[src/rtl/vend_pkg.sv]
// vend_pkg: shared coin codes, FSM state encodings and credit helpers for the vending port arbiter
package vend_pkg;
  localparam int CREDIT_W = 3;
  localparam logic [1:0] COIN_NONE = 2'b00;
  localparam logic [1:0] COIN_5    = 2'b01;
  localparam logic [1:0] COIN_10   = 2'b10;
  localparam logic [1:0] COIN_INV  = 2'b11;
  localparam logic [1:0] S_IDLE      = 2'd0;
  localparam logic [1:0] S_COLLECT   = 2'd1;
  localparam logic [1:0] S_VEND_WAIT = 2'd2;
  localparam logic [1:0] S_REFUND    = 2'd3;
  function automatic logic [CREDIT_W-1:0] coin_units(input logic [1:0] c);
    return c == COIN_5 ? CREDIT_W'(1) : c == COIN_10 ? CREDIT_W'(2) : CREDIT_W'(0);
  endfunction
endpackage

[src/rtl/vend_port_arbiter_if.sv]
// vend_port_arbiter_if: customer panel and core-side signals of the port arbiter
interface vend_port_arbiter_if #(parameter int N_PORTS = 4);
  localparam int W = $clog2(N_PORTS);
  logic [N_PORTS-1:0]   port_req;
  logic [2*N_PORTS-1:0] port_coin;
  logic [N_PORTS-1:0]   grant;
  logic                 busy;
  logic [1:0]           vm_in;
  logic                 vm_clr;
  logic                 vm_out;
  logic [1:0]           vm_change;
  logic [N_PORTS-1:0]   port_vend;
  logic [2*N_PORTS-1:0] port_change;
  logic [N_PORTS-1:0]   port_reject;
  logic                 refund_valid;
  logic [W-1:0]         refund_port;
  logic [vend_pkg::CREDIT_W-1:0] refund_amt;
  logic                 fault;
  modport slave (
    input  port_req, port_coin, vm_out, vm_change,
    output grant, busy, vm_in, vm_clr, port_vend, port_change, port_reject,
           refund_valid, refund_port, refund_amt, fault
  );
  modport master (
    output port_req, port_coin, vm_out, vm_change,
    input  grant, busy, vm_in, vm_clr, port_vend, port_change, port_reject,
           refund_valid, refund_port, refund_amt, fault
  );
endinterface

[src/rtl/vend_rr_arbiter.sv]
// vend_rr_arbiter: combinational round-robin pick of the first requester at or after the pointer
module vend_rr_arbiter #(
  parameter int N = 4,
  parameter int W = $clog2(N)
) (
  input  logic [N-1:0] req_i,
  input  logic [W-1:0] ptr_i,
  output logic [N-1:0] win_o,
  output logic [W-1:0] idx_o,
  output logic         any_o
);
  logic [W-1:0] j;
  // scan offsets from farthest to nearest so the nearest requester is written last and wins
  always_comb begin
    j = '0;
    idx_o = '0;
    any_o = 1'b0;
    for (int k = N - 1; k >= 0; k--) begin
      j = W'((int'(ptr_i) + k) % N);
      if (req_i[j]) begin
        idx_o = j;
        any_o = 1'b1;
      end
    end
  end
  assign win_o = any_o ? N'(1) << idx_o : '0;
endmodule

[src/rtl/vend_port_arbiter.sv]
// vend_port_arbiter: shares one vending core among N_PORTS coin panels with refund and fault handling
module vend_port_arbiter
  import vend_pkg::*;
#(
  parameter int N_PORTS     = 4,
  parameter int TIMEOUT     = 64,
  parameter int VEND_WAIT   = 8,
  parameter int PRICE_UNITS = 3
) (
  input logic clk,
  input logic rst_n,
  vend_port_arbiter_if.slave bus
);
  localparam int W  = $clog2(N_PORTS);
  localparam int TW = $clog2(TIMEOUT + 1);
  localparam int VW = $clog2(VEND_WAIT + 1);
  logic [1:0]           state_q, state_d;
  logic [N_PORTS-1:0]   grant_q, grant_d;
  logic [W-1:0]         g_q, g_d, ptr_q, ptr_d, nxt;
  logic [CREDIT_W-1:0]  credit_q, credit_d, units, credit_sat;
  logic [CREDIT_W:0]    sum;
  logic [TW-1:0]        timer_q, timer_d;
  logic [VW-1:0]        wait_q, wait_d;
  logic [1:0]           vm_in_q, vm_in_d, own_coin;
  logic [N_PORTS-1:0]   port_vend_q, port_vend_d, port_reject_q, port_reject_d;
  logic [2*N_PORTS-1:0] port_change_q, port_change_d;
  logic                 fault_q, fault_d, own_req, accept;
  logic [N_PORTS-1:0]   win;
  logic [W-1:0]         win_idx;
  logic                 any;
  vend_rr_arbiter #(.N(N_PORTS), .W(W)) u_rr (
    .req_i (bus.port_req),
    .ptr_i (ptr_q),
    .win_o (win),
    .idx_o (win_idx),
    .any_o (any)
  );
  assign own_coin   = bus.port_coin[{g_q, 1'b0} +: 2];
  assign own_req    = bus.port_req[g_q];
  assign units      = coin_units(own_coin);
  assign accept     = state_q == S_COLLECT && own_req && units != '0;
  assign sum        = {1'b0, credit_q} + {1'b0, units};
  assign credit_sat = sum[CREDIT_W] ? '1 : sum[CREDIT_W-1:0];
  assign nxt        = g_q == W'(N_PORTS - 1) ? '0 : g_q + 1'b1;
  assign vm_in_d    = accept ? own_coin : COIN_NONE;
  // any coin that is not forwarded to the core is flagged back to its own panel
  always_comb begin
    port_reject_d = '0;
    for (int i = 0; i < N_PORTS; i++)
      port_reject_d[i] = bus.port_coin[2*i +: 2] != COIN_NONE && !(accept && grant_q[i]);
  end
  // transaction FSM: grant, collect credit, wait for the core, then vend or refund
  always_comb begin
    state_d       = state_q;
    grant_d       = grant_q;
    g_d           = g_q;
    ptr_d         = ptr_q;
    credit_d      = credit_q;
    timer_d       = timer_q;
    wait_d        = wait_q;
    port_vend_d   = '0;
    port_change_d = '0;
    fault_d       = 1'b0;
    case (state_q)
      S_IDLE: begin
        if (grant_q != '0) grant_d = '0;
        else if (any) begin
          grant_d  = win;
          g_d      = win_idx;
          credit_d = '0;
          timer_d  = '0;
          state_d  = S_COLLECT;
        end
      end
      S_COLLECT: begin
        credit_d = accept ? credit_sat : credit_q;
        timer_d  = accept || credit_q == '0 ? '0 : timer_q + 1'b1;
        if (!own_req) begin
          state_d = credit_q == '0 ? S_IDLE : S_REFUND;
          grant_d = credit_q == '0 ? '0 : grant_q;
        end else if (credit_d >= CREDIT_W'(PRICE_UNITS)) begin
          wait_d  = '0;
          state_d = S_VEND_WAIT;
        end else if (!accept && credit_q != '0 && timer_q == TW'(TIMEOUT - 1))
          state_d = S_REFUND;
      end
      S_VEND_WAIT: begin
        if (bus.vm_out) begin
          port_vend_d                   = grant_q;
          port_change_d[{g_q, 1'b0} +: 2] = bus.vm_change;
          credit_d                      = '0;
          ptr_d                         = nxt;
          state_d                       = S_IDLE;
        end else if (wait_q == VW'(VEND_WAIT - 1)) begin
          fault_d = 1'b1;
          state_d = S_REFUND;
        end else wait_d = wait_q + 1'b1;
      end
      default: begin
        grant_d  = '0;
        credit_d = '0;
        ptr_d    = nxt;
        state_d  = S_IDLE;
      end
    endcase
  end
  // state and registered outputs; reset drops any in-flight credit without a refund
  always_ff @(posedge clk or negedge rst_n) begin
    if (!rst_n) begin
      state_q       <= S_IDLE;
      grant_q       <= '0;
      g_q           <= '0;
      ptr_q         <= '0;
      credit_q      <= '0;
      timer_q       <= '0;
      wait_q        <= '0;
      vm_in_q       <= COIN_NONE;
      port_vend_q   <= '0;
      port_change_q <= '0;
      port_reject_q <= '0;
      fault_q       <= 1'b0;
    end else begin
      state_q       <= state_d;
      grant_q       <= grant_d;
      g_q           <= g_d;
      ptr_q         <= ptr_d;
      credit_q      <= credit_d;
      timer_q       <= timer_d;
      wait_q        <= wait_d;
      vm_in_q       <= vm_in_d;
      port_vend_q   <= port_vend_d;
      port_change_q <= port_change_d;
      port_reject_q <= port_reject_d;
      fault_q       <= fault_d;
    end
  end
  assign bus.grant        = grant_q;
  assign bus.busy         = |grant_q;
  assign bus.vm_in        = vm_in_q;
  assign bus.vm_clr       = state_q == S_REFUND;
  assign bus.refund_valid = state_q == S_REFUND;
  assign bus.refund_port  = state_q == S_REFUND ? g_q : '0;
  assign bus.refund_amt   = state_q == S_REFUND ? credit_q : '0;
  assign bus.port_vend    = port_vend_q;
  assign bus.port_change  = port_change_q;
  assign bus.port_reject  = port_reject_q;
  assign bus.fault        = fault_q;
endmodule

[src/flat_wrapper.sv]
// flat-port wrapper written by rule: the top's interface ports become plain ports
module vend_port_arbiter_flat import vend_pkg::*;
#(
  parameter int N_PORTS     = 4,
  parameter int TIMEOUT     = 64,
  parameter int VEND_WAIT   = 8,
  parameter int PRICE_UNITS = 3
)
  (clk, rst_n, bus_port_req, bus_port_coin, bus_vm_out, bus_vm_change, bus_grant, bus_busy, bus_vm_in, bus_vm_clr, bus_port_vend, bus_port_change, bus_port_reject, bus_refund_valid, bus_refund_port, bus_refund_amt, bus_fault);
  vend_port_arbiter_if #(.N_PORTS(N_PORTS)) bus_i ();
  input logic clk;
  input logic rst_n;
  input wire logic [$bits(bus_i.port_req)-1:0] bus_port_req;
  input wire logic [$bits(bus_i.port_coin)-1:0] bus_port_coin;
  input wire logic [$bits(bus_i.vm_out)-1:0] bus_vm_out;
  input wire logic [$bits(bus_i.vm_change)-1:0] bus_vm_change;
  output wire logic [$bits(bus_i.grant)-1:0] bus_grant;
  output wire logic [$bits(bus_i.busy)-1:0] bus_busy;
  output wire logic [$bits(bus_i.vm_in)-1:0] bus_vm_in;
  output wire logic [$bits(bus_i.vm_clr)-1:0] bus_vm_clr;
  output wire logic [$bits(bus_i.port_vend)-1:0] bus_port_vend;
  output wire logic [$bits(bus_i.port_change)-1:0] bus_port_change;
  output wire logic [$bits(bus_i.port_reject)-1:0] bus_port_reject;
  output wire logic [$bits(bus_i.refund_valid)-1:0] bus_refund_valid;
  output wire logic [$bits(bus_i.refund_port)-1:0] bus_refund_port;
  output wire logic [$bits(bus_i.refund_amt)-1:0] bus_refund_amt;
  output wire logic [$bits(bus_i.fault)-1:0] bus_fault;
  assign bus_i.port_req = bus_port_req;
  assign bus_i.port_coin = bus_port_coin;
  assign bus_i.vm_out = bus_vm_out;
  assign bus_i.vm_change = bus_vm_change;
  assign bus_grant = bus_i.grant;
  assign bus_busy = bus_i.busy;
  assign bus_vm_in = bus_i.vm_in;
  assign bus_vm_clr = bus_i.vm_clr;
  assign bus_port_vend = bus_i.port_vend;
  assign bus_port_change = bus_i.port_change;
  assign bus_port_reject = bus_i.port_reject;
  assign bus_refund_valid = bus_i.refund_valid;
  assign bus_refund_port = bus_i.refund_port;
  assign bus_refund_amt = bus_i.refund_amt;
  assign bus_fault = bus_i.fault;
  vend_port_arbiter #(.N_PORTS(N_PORTS), .TIMEOUT(TIMEOUT), .VEND_WAIT(VEND_WAIT), .PRICE_UNITS(PRICE_UNITS)) u_core (.clk(clk), .rst_n(rst_n), .bus(bus_i));
endmodule
[config.mk]
export PLATFORM = sky130hd
export DESIGN_NAME = vend_port_arbiter_flat
export DESIGN_NICKNAME = d
export VERILOG_FILES = /design/src/rtl/vend_pkg.sv /design/src/rtl/vend_port_arbiter_if.sv /design/src/rtl/vend_rr_arbiter.sv /design/src/rtl/vend_port_arbiter.sv /design/src/flat_wrapper.sv
export SDC_FILE = /design/constraint.sdc
export NUM_CORES = 1
export LEC_CHECK = 0
export ABC_AREA = 1
export CORE_MARGIN = 2
export CORE_UTILIZATION = 35
export DETAILED_ROUTE_END_ITERATION = 10
export GPL_TIMING_DRIVEN = 0
export PLACE_DENSITY = 0.66
export SYNTH_ARGS = -nofsm -noshare
export SYNTH_HDL_FRONTEND = slang
export SYNTH_SLANG_ARGS = --single-unit
[constraint.sdc]
create_clock -name clk -period 3.6 [get_ports clk]
set_clock_uncertainty 0.05 [all_clocks]
set_input_delay 1.08 -clock clk [delete_from_list [all_inputs] [get_ports clk]]
set_output_delay 1.08 -clock clk [all_outputs]
set_load 0.005 [all_outputs]
# == Yosys cells after proc, flatten, opt, wreduce, memory -nomap -nowiden ==
# Cells that the tools add are included.
# classes
n_addsub,8
order_cmp,6
n_eq_ne,20
shifts,4
n_mux,62
bitwise,4
n_reduce_logical,38
# op_table
op,count
4-bit 2-to-1 mux,10
2-bit 2-to-1 mux,17
3-bit 2-to-1 mux,7
7-bit 2-to-1 mux,3
8-bit 2-to-1 mux,2
2-bit by 3-bit less-than comparator with 1-bit output (second input constant),5
2-bit inequality test (second input constant),7
7-bit one-hot mux with 2 select lines,1
1-bit logical AND,12
1-bit 2-to-1 mux,12
4-bit one-hot mux with 3 select lines,1
2-bit nonzero test,6
1-bit binary-select mux with 2-bit select,5
3-bit one-hot mux with 3 select lines,1
3-bit AND reduction,3
8-bit bitwise AND,1
2-bit == test (second input constant),4
4-bit one-hot mux with 2 select lines,1
4-bit AND reduction,2
2-bit by 5-bit variable shift with 8-bit output (first input constant),1
2-bit by 5-bit variable part select with 8-bit output,1
8-bit by 4-bit variable part select with 2-bit output,1
7-bit by 1-bit adder with 7-bit output (second input constant),1
7-bit by 6-bit == test with 1-bit output (second input constant),1
26 further kinds,37
# word_totals
regBits,43
output_inout_bits,31

# == Logic depth before layout (Yosys ltp) ==
# Gate-level depths: netlist (run 1).
# logic_depth
ltp_word,13
ltp_mapped,19
mapped_depth_nobuf,19

# == By module ==
# From an unflattened synthesis (run 1), not the netlist that was laid out.
# unflattened
hier_cells,341
hier_area_um2,2652.5
# by_module_without_submodules
module,instances,cells_each,area_per_inst_um2,seq_area_each_um2
vend_port_arbiter,1,283,2394.8,1076.0
vend_rr_arbiter,1,58,257.7,0.0

# == Least setup slack after synthesis (run 1) ==
# OpenSTA, ideal clock, no wires.
# synth_timing
path_type,in2reg
startpoint,input port bus_port_coin[3]
endpoint,register u_core.wait_q[1]
setup_ns,0.065
t_arrival_ns,2.891
required_time_ns,3.485
setup_slack_ns,0.594
path_stages,16
n_path_buf,0
cell_sequence,nand2_1 a32oi_1 inv_1 ha_1 ha_1 inv_1 fa_1 nand2_1 nand4_1 nand2_1 nand2_1 nand2_1 nand2_2 nand2_4 nand3_1 nand2_1
# synth_via
elab_chain_cells,10
# synth_lines
item,line_no,text
start: declaration,flat_wrapper.sv:14,input wire logic [$bits(bus_i.port_coin)-1:0] bus_port_coin;
8-bit by 4-bit variable part select with 2-bit output (*),vend_port_arbiter.sv:38,"assign own_coin = bus.port_coin[{g_q, 1'b0} +: 2];"
2-bit == test,vend_pkg.sv:13,return c == COIN_5 ? CREDIT_W'(1) : c == COIN_10 ? CREDIT_W'(2) : CREDIT_W'(0);
2-bit 2-to-1 mux,vend_pkg.sv:13,
3-bit 2-to-1 mux (*),vend_pkg.sv:13,
3-bit by 3-bit adder with 4-bit output or 3-bit nonzero test (tied branches),"vend_port_arbiter.sv:42, vend_port_arbiter.sv:41",
3-bit 2-to-1 mux or 1-bit logical AND (tied branches),"vend_port_arbiter.sv:43, vend_port_arbiter.sv:41",
3-bit 2-to-1 mux (*),vend_port_arbiter.sv:76,credit_d = accept ? credit_sat : credit_q;
3-bit by 2-bit greater-or-equal comparator with 1-bit output (*),vend_port_arbiter.sv:81,end else if (credit_d >= CREDIT_W'(PRICE_UNITS)) begin
2-bit inequality test (no line) (*),n/a,
5-bit AND reduction (no line) (*),n/a,
end signal: assignment,vend_port_arbiter.sv:129,wait_q <= wait_d;
end: declaration,vend_port_arbiter.sv:23,"logic [VW-1:0] wait_q, wait_d;"
# Mark *: on every way between the ends. The rest lies on a longest branch, timed or not.
# A chain may end at the register's enable or synchronous reset.

# == Worst setup path in the final report (run 1) ==
# Same ends and word-level chain as after synthesis.

==> flow_summary.ini, run 1 <==
[worst_setup_path]
crit_fanout = 5
startpoint_type = input port
critical_path_class = in2reg
endpoint_kind = flop
worstReg2RegEnd = u_core.wait_q[1]
r2r_setup_slack_ns = 0.45
rr_startpoint = u_core.g_q[0]
critPathArrivalTime_ns = 3.62
worst_ep_required_time_ns = 3.79
r2r_cells = 17

[floorplanning]
dieArea_sq_um = 7928
core_area_sq_um = 7137
die_x_um = 89.04
rows = 31
start_util_pct = 35.47
die_y_um = 89.04
io-pin-count = 48

[worst_hold_path]
min_to = u_core.timer_q[3]
hold_start = u_core.timer_q[3]
hold_path.class = reg2reg
hold_depth = 1

[layout]
antenna_cells = 0
area_growth_pct = 27.98
post-route-util_pct = 45.39
drive_gt1_share_pct = 10.51
finalInstanceArea_sq_um = 3239
nNetsFinal = 419
n_fill_cell = 732

[placed_design]
dpl.hpwl_um = 4435
finalWeightedCongestion = 0.8770
dpl_cell_area_sq_um = 3141
port_buffers = 47

[global_route]
track_usage_pct = 14.78
globalRouteOverflowTotal = 0
antenna_found_initial = 0
first_global_vias = 2166
grt_max_degree = 29
grt_pass1_wl_um = 9204

[synth]
seq_area_frac_synth_pct = 42.51
postSynthCellCount = 333
syn_nets = 363
yosysWarnings = 0
synth_edf_count = 0
synth_area_sq_um = 2531
ys.flop_type = dfrtp_1
ys_types = 38
ys_ff_latch = 43
synthArstFlopShare_pct = 100.0
syn-mean-instance-area_sq_um = 7.601

[power_and_ir_drop]
comb_power_share_pct = 54.5
p_sw_mw = 0.9316
intPower_mw = 1.077
p_seq_share_pct = 30.7
p_leak_nw = 1.576
max-vdd-ir-drop_uv = 237.6
switching_share_pct = 46.39
p_clk_share_pct = 14.8
powerDensity_nw_per_um2 = 620.0

[route]
via_count = 2280
wl_um = 5644
drt_pass1_iterations = 6
drc_errors = 0
ant_nets = 0
routedWlPerCell_um = 11.54
drtIter0Drc = 80
vias_per_cell = 4.663

[clock_network]
clock_latency_ns = 0.30
htree_levels = 2
cts_sinks = 43
numCtsBuffers = 5
clk_path_buf_depth = 2
clk_pin_slew_ns = 0.09
cts_tree = yes
clock-root-buffer = clkbuf_8

[timing]
setup_viol = 0
slew_headroom_pct = 55.93
hold_viol = 0
slew_viol_final = 0
worstMarginPinSlew_ns = 0.6550
grt_setup_unrepaired = true
fmax_ghz = 0.2923
min_period_ns = 3.421
finalSetupTns_ns = 0
period_share_pct = 95.04

[run_status]
status = finished, final reports clean

[job]
cap_viol_max_count = 0
-- per-stage QoR --
stage	total power, mW	hold slack [ns]	std cells	worst slack [ns]
5_1_grt	2.201	0.4866	489	-0.01259
3_3_place_gp	1.677	0.4253	479	-0.1503
4_1_cts	2.005	0.4499	488	0.1267
6_report	2.008	0.4433	489	0.1786
2_1_floorplan	1.394	0.4138	333	0.5938
3_5_place_dp	1.701	0.4313	480	-0.1702
-- sequential cells by signal (all words and copies together) (netlist names), 3 cells and up --
signal and cells:
u_core.bus.grant 4, u_core.bus.port_change 8, u_core.bus.port_reject 4, u_core.bus.port_vend 4, u_core.credit_q 3, u_core.timer_q 7, u_core.wait_q 4
-- layout make-up --
type                       instances  area [sq um]  area share, %
multi-input combinational        228          1222          37.74
timing repair buffer              49         493.0          15.22
sequential                        43          1076          33.22
tap                               99         123.9          3.824
clock inverter                     3         15.01         0.4635
clock buffer                       5         68.82          2.124
inverter                          59         221.5          6.837
buffer                             3         18.77         0.5794
-- how the worst max path moves through the flow --
stage,depth (start not counted),slack (ns),from,endpoint
2_1_floorplan,16,0.59,bus_port_coin[3],u_core.wait_q[1]
3_3_place_gp,17,-0.15,bus_port_coin[3],u_core.wait_q[1]
3_5_place_dp,17,-0.17,bus_port_coin[3],u_core.wait_q[1]
4_1_cts,17,0.13,bus_port_coin[3],u_core.wait_q[1]
5_1_grt,17,-0.01,bus_port_coin[1],u_core.wait_q[1]
6_report,17,0.18,bus_port_coin[3],u_core.wait_q[1]
-- cells in the final DEF, fill, tap and decap left out, types with 2 or more instances in the layout --
cell,Yosys,routed
nand2_1,88,88
nand4_1,3,3
clkinv_2,0,3
nand3_2,2,2
inv_2,11,11
nor3_1,4,4
clkbuf_8,0,5
a21oi_1,5,5
inv_1,47,47
o21ai_0,11,11
nand3_1,20,20
ha_1,12,12
o21ai_1,6,6
clkdlybuf4s50_1,0,46
xor2_1,2,2
buf_4,2,3
o22ai_1,5,5
o21bai_1,2,2
nor4_1,5,5
nor2_1,38,38
nor2_2,4,4
nand2_2,4,4
dfrtp_1,43,43
-- power by group through the flow --
stage / sequential [mW] / clock (mW) / combinational, mW
after CTS: 0.617 / 0.307 / 1.08
after detailed placement: 0.627 / 0 / 1.07
after global routing: 0.625 / 0.325 / 1.25
after global placement: 0.624 / 0 / 1.05
after floorplan: 0.616 / 0 / 0.778
final: 0.617 / 0.298 / 1.09
-- cells by family after synthesis --
family                   Yosys count  share of synthesized area, %
AND/OR/NAND/NOR                  176                         31.88
buffers and inverters             62                         9.490
flip-flops                        43                         42.51
AO/OA/AOI/OAI                     36                         8.354
adder cells (fa/ha/maj)           13                         6.723
XOR/XNOR                           3                         1.038
-- worst max-delay path: stages --
cell and delay (ns):
clkdlybuf4s50_1 0.49, nand2_1 0.08, a32oi_2 0.22, inv_1 0.08, ha_1 0.19, ha_1 0.21
inv_1 0.08, fa_1 0.41, nand2_1 0.08, nand4_1 0.08, nand2_1 0.10, nand2_1 0.07
nand2_1 0.09, nand2_2 0.12, nand2_4 0.10, nand3_1 0.06, nand2_1 0.06
-- per-layer routing --
metal  share of wire [%]  vias up  global-route usage (%)
li1                    -     1160                       -
met1                  45     1045                   17.31
met2                  49       68                   27.27
met3                 4.9        7                   3.324
met4                 1.0        0                   3.799
met5                   0        -                       0
-- what timing repair did --
action,in CTS,in global routing
endpoints found under the hold margin,0,0
endpoints found under the setup margin,0,5
setup buffers,0,1
gates resized for setup,0,1
hold buffers,0,0
-- cells in the mapped netlist, types with 2 or more instances --
library cell  count  area share (%)
nand2_1          88              13
inv_1            47             7.0
dfrtp_1          43              43
nor2_1           38             5.6
nand3_1          20             4.0
ha_1             12             5.9
inv_2            11             1.6
o21ai_0          11             2.2
o21ai_1           6             1.2
a21oi_1           5            0.99
nor4_1            5             1.2
o22ai_1           5             1.2
nand2_2           4            0.99
nor2_2            4            0.99
nor3_1            4            0.79
nand4_1           3            0.74
a32oi_1           2            0.69
buf_4             2            0.59
nand3_2           2            0.79
o21bai_1          2            0.59
xor2_1            2            0.69
Note: power is estimated with default switching activity, not from simulation.
==> inputs of run 2 (changes only) <==
Settings changed: CAP_MARGIN set to 30.
==> results of run 2 <==
The final DEF is identical to that of run 1; final timing and power are the same.
